<file path="config.mk">
export PLATFORM = sky130hd
export DESIGN_NAME = pad_in_filter
export DESIGN_NICKNAME = d
export VERILOG_FILES = /design/src/rtl/pad_in_filter.sv
export SDC_FILE = /design/constraint.sdc
export NUM_CORES = 2
export LEC_CHECK = 0
export BUFFER_PORTS_ARGS = -buffer_cell sky130_fd_sc_hd__buf_2
export CAP_MARGIN = 40
export CELL_PAD_IN_SITES_DETAIL_PLACEMENT = 1
export CELL_PAD_IN_SITES_GLOBAL_PLACEMENT = 2
export CORE_MARGIN = 3
export CORE_UTILIZATION = 36
export CTS_BUF_LIST = sky130_fd_sc_hd__clkbuf_4 sky130_fd_sc_hd__clkbuf_8
export DETAILED_ROUTE_END_ITERATION = 8
export PLACE_DENSITY_LB_ADDON = 0.15
export SYNTH_ARGS = -nofsm -noshare
export SYNTH_HDL_FRONTEND = slang
export SYNTH_SLANG_ARGS = --single-unit
</file>
<file path="constraint.sdc">
create_clock -name clk_i -period 3.2 [get_ports clk_i]
set_input_delay 0 -clock clk_i [delete_from_list [all_inputs] [get_ports clk_i]]
set_output_delay 0 -clock clk_i [all_outputs]
set_load 0.1 [all_outputs]
</file>
<file path="src/rtl/pad_in_filter.sv">
// Pad input conditioning: 2-flop sync, consecutive-cycle debounce, edge pulses, sticky edge events.
// Optional sticky event logic is compiled in when PAD_IN_FILTER_EVENT_EN is defined.

module pad_in_filter_lane #(
  parameter int CntW = 16
) (
  input  logic            clk_i,
  input  logic            rst_ni,
  input  logic            pad_i,
  input  logic            en_i,
  input  logic [CntW-1:0] thresh_i,
  input  logic            clr_i,
  output logic            filt_o,
  output logic            rise_o,
  output logic            fall_o,
  output logic            event_o
);

  logic            r_s1, r_s2, r_filt, r_rise, r_fall;
  logic [CntW-1:0] r_cnt;
  logic            w_filt_d;
  logic [CntW-1:0] w_cnt_d;
  logic            w_rise_d, w_fall_d;

  // cnt only increments while below thresh, so it can never wrap; >= handles a lowered threshold
  always_comb begin
    w_filt_d = r_filt;
    w_cnt_d  = '0;
    if (!en_i) begin
      w_filt_d = r_s2;
    end else if (r_s2 != r_filt) begin
      if (r_cnt >= thresh_i) w_filt_d = r_s2;
      else                   w_cnt_d  = r_cnt + 1'b1;
    end
  end

  assign w_rise_d =  w_filt_d & ~r_filt;
  assign w_fall_d = ~w_filt_d &  r_filt;

  always_ff @(posedge clk_i) begin
    if (!rst_ni) begin
      r_s1   <= 1'b0;
      r_s2   <= 1'b0;
      r_filt <= 1'b0;
      r_cnt  <= '0;
      r_rise <= 1'b0;
      r_fall <= 1'b0;
    end else begin
      r_s1   <= pad_i;
      r_s2   <= r_s1;
      r_filt <= w_filt_d;
      r_cnt  <= w_cnt_d;
      r_rise <= w_rise_d;
      r_fall <= w_fall_d;
    end
  end

  assign filt_o = r_filt;
  assign rise_o = r_rise;
  assign fall_o = r_fall;

`ifdef PAD_IN_FILTER_EVENT_EN
  logic r_event;

  // set is taken from the same edge that updates filt, so it wins over a coincident clear
  always_ff @(posedge clk_i) begin
    if (!rst_ni)                    r_event <= 1'b0;
    else if (w_rise_d || w_fall_d)  r_event <= 1'b1;
    else if (clr_i)                 r_event <= 1'b0;
  end

  assign event_o = r_event;
`else
  logic w_unused_clr;
  assign w_unused_clr = clr_i;
  assign event_o      = 1'b0;
`endif

endmodule

module pad_in_filter #(
  parameter int NPads = 70,
  parameter int CntW  = 16
) (
  input  logic             clk_i,
  input  logic             rst_ni,
  input  logic [NPads-1:0] pad_in_i,
  input  logic [NPads-1:0] filter_en_i,
  input  logic [CntW-1:0]  thresh_i,
  output logic [NPads-1:0] filt_o,
  output logic [NPads-1:0] rise_o,
  output logic [NPads-1:0] fall_o,
  output logic [NPads-1:0] event_o,
  input  logic [NPads-1:0] event_clr_i
);

  for (genvar i = 0; i < NPads; i++) begin : g_lane
    pad_in_filter_lane #(.CntW(CntW)) u_lane (
      .clk_i    (clk_i),
      .rst_ni   (rst_ni),
      .pad_i    (pad_in_i[i]),
      .en_i     (filter_en_i[i]),
      .thresh_i (thresh_i),
      .clr_i    (event_clr_i[i]),
      .filt_o   (filt_o[i]),
      .rise_o   (rise_o[i]),
      .fall_o   (fall_o[i]),
      .event_o  (event_o[i])
    );
  end

endmodule

</file>
==> impl_metrics.tcl <==
set metrics [dict create \
    status "complete, no violations" \
    final_cell_mix "dfxtp_1, nor2_1, ha_1" \
    synth_seq_cells 1470 \
    antenna_found_initial 18 \
    async_flop_share 0 \
    cp.arrival_ns 3.88 \
    fp.dieArea_mm2 0.233 \
    die_h_um 482 \
    cts.clk_slew.worst_paths_ns 0.06 \
    r2r_slack_ns 0.27 \
    io_buffers 367 \
    power_mw 43.4 \
    synthFlopType "dfxtp_1" \
    fin_crit_ns 2.93 \
    final-hold-violation-count 0 \
    grt_max_degree 77 \
    drt_iter0_drc 2112 \
    viasPerCell 5.00 \
    p_per_area_mw_per_mm2 450 \
    crit_required_ns 4.15 \
    ff_latch_area_mm2 0.0294 \
    clock-sinks 1470 \
    clockBufferDepth 4 \
    globalRouteOverflowTotal 0 \
    grt_usage 0.204 \
    post-route-cell-area_mm2 0.0964 \
    yosysWarnings 0 \
    leakagePower_nw 41.3 \
    cts_buffers 303 \
    initial_core_util 0.363 \
    post_dp_cell_area_mm2 0.0868 \
    worst_ir_drop_vdd_uv 352 \
    crit_fanout 3 \
    finalNonFillerCells 13204 \
    clk_latency_ns 1.02 \
    final.hold.worst_slack_ns 0.101 \
    dr_total_vias 66065 \
    dp_hpwl_mm 171 \
    cp-start-kind "flop" \
    fillers 26176 \
    slew_headroom 0.434 \
    wl_per_cell_um 18.3 \
    final-setup-viol-count 0 \
    seq_area_frac_synth 0.360 \
    grt_pass1_vias 69311 \
    clock-skew-final_ns 0.0653 \
    crit_type "reg2reg" \
    std_cell_rows 174 \
    r2r_start "g_lane[32].u_lane.r_cnt[15]$_SDFF_PP0_" \
    fin_nets 11403 \
    grt_pass1_wl_mm 381 \
    hold_class "in2reg" \
    post-cts-setup-buffers 0 \
    root_buffer "clkbuf_8" \
    synth_edf_count 0 \
    mostFrequentLayoutCell "dfxtp_1" \
    fin_ws_ns 0.273 \
    gp_congestion 0.798 \
    final_util 0.428 \
    syn2layout_area_growth_pct 18.1 \
    r2r-end "g_lane[32].u_lane.filt_o$_SDFF_PN0_" \
    drcViolationCount 0 \
    wirelength_mm 241 \
    core_area_mm2 0.225 \
    clock.fmax_mhz 342 \
    rr_worst_depth 9 \
    cts_tree "done" \
    die_w_um 482 \
    drt_first_pass_iters 4 \
    cp-endpoint "g_lane[32].u_lane.filt_o$_SDFF_PN0_" \
    cp-end-kind "flop" \
    syn_area_mm2 0.0817 \
    dp_slack_ns -0.0313 \
    multi_input_area_mm2 0.0489 \
    maxCapViolations 0 \
    h-tree-depth 5 \
    setup_tns_ns 0 \
    tightest_slew_ns 0.843 \
    synth_cell_types 59 \
    postSynthCellCount 9168 \
    drv_slew 0 \
    avgSynthCellArea_um2 8.91 \
    dpl.cell_count 12361 \
    io_pins 508 \
    rsz0062_at_grt "false" \
    cp-startpoint "g_lane[32].u_lane.r_cnt[15]$_SDFF_PP0_" \
    ant_nets 0 \
    drive_gt1_frac 0.108 \
    finalCritPeriodShare 0.915 \
]
where the power goes:
part	switching (mW)	internal, mW	total [mW]	leakage, nW
clock network	8.62	12.7	21.4	3.45
logic	2.31	1.12	3.43	26.0
registers	0.125	18.5	18.6	11.9
total	11.1	32.3	43.4	41.3
registers in the layout (all words and copies together) (netlist names):
signal and cells:
g_lane.u_lane.r_s2 70, g_lane.u_lane.fall_o 70, g_lane.u_lane.r_cnt 1120, g_lane.u_lane.filt_o 70, g_lane.u_lane.r_s1 70, g_lane.u_lane.rise_o 70
per-layer routing:
layer | routed length [µm] | GRT usage
met2 | 115000 | 0.356
met3 | 6580 | 0.0270
met1 | 112000 | 0.259
met4 | 7460 | 0.0669
met5 | 0 | 0
synthesized netlist by cell type (all sizes together) (48+ instances only):
master | count | area [µm²]
dfxtp | 1470 | 29400
a21o | 189 | 1420
nor2b | 74 | 463
o21ai | 151 | 756
a21oi | 339 | 1700
buf | 331 | 2360
nor3b | 84 | 631
ha | 1190 | 14900
and4 | 78 | 683
xnor2 | 367 | 3210
and2 | 163 | 1020
a211oi | 48 | 360
and3 | 201 | 1260
nand4 | 277 | 1730
nand2b | 127 | 795
nand2 | 671 | 2520
o21a | 54 | 405
xor2 | 674 | 5900
nand3 | 519 | 2600
clkbuf | 96 | 368
inv | 242 | 908
nor2 | 1426 | 5350
nor3 | 81 | 405
worst min path at each step:
stage,start,end,cells after the start
final,thresh_i[2],g_lane[3].u_lane.filt_o$_SDFF_PN0_,7
after global routing,filter_en_i[9],g_lane[9].u_lane.filt_o$_SDFF_PN0_,6
after CTS,filter_en_i[31],g_lane[31].u_lane.filt_o$_SDFF_PN0_,6
after detailed placement,pad_in_i[51],g_lane[51].u_lane.r_s1$_SDFF_PN0_,2
after global placement,pad_in_i[44],g_lane[44].u_lane.r_s1$_SDFF_PN0_,2
after floorplan,pad_in_i[0],g_lane[0].u_lane.r_s1$_SDFF_PN0_,1
worst max-delay path: stages (launching register included):
cell and delay, ns:
dfxtp_1 0.32, ha_1 0.17, nor2b_1 0.09, dlygate4sd3_1 0.54
o21ai_0 0.06, dlygate4sd3_1 0.56, a211oi_2 0.31, dlygate4sd3_1 0.63
nand3_1 0.08, o21ai_0 0.08
cells by family after synthesis:
group | count (synthesis) | synth area share
other cells | 1 | 0.0000459
fa+ha+maj | 1190 | 0.182
xor+xnor | 1041 | 0.112
simple gates | 3836 | 0.226
mux | 31 | 0.00380
flops | 1470 | 0.360
buf+inv | 669 | 0.0446
compound gates | 930 | 0.0715
what timing repair did:
| item | in CTS | in global routing |
|---|---|---|
| endpoints found under the setup margin | 0 | 1 |
| gates resized for setup | 0 | 1 |
| hold endpoints to repair | 1437 | 0 |
| hold buffers | 310 | 0 |
cell type report:
| type | instances | share of cell area |
|---|---|---|
| multi-input combinational | 7098 | 0.507 |
| sequential | 1470 | 0.305 |
| timing repair buffer | 870 | 0.0713 |
| clock buffer | 461 | 0.0612 |
| tap | 2992 | 0.0388 |
| inverter | 242 | 0.0102 |
| clock inverter | 51 | 0.00623 |
| antenna | 20 | 0.000519 |
(Power assumes the default switching activity.)
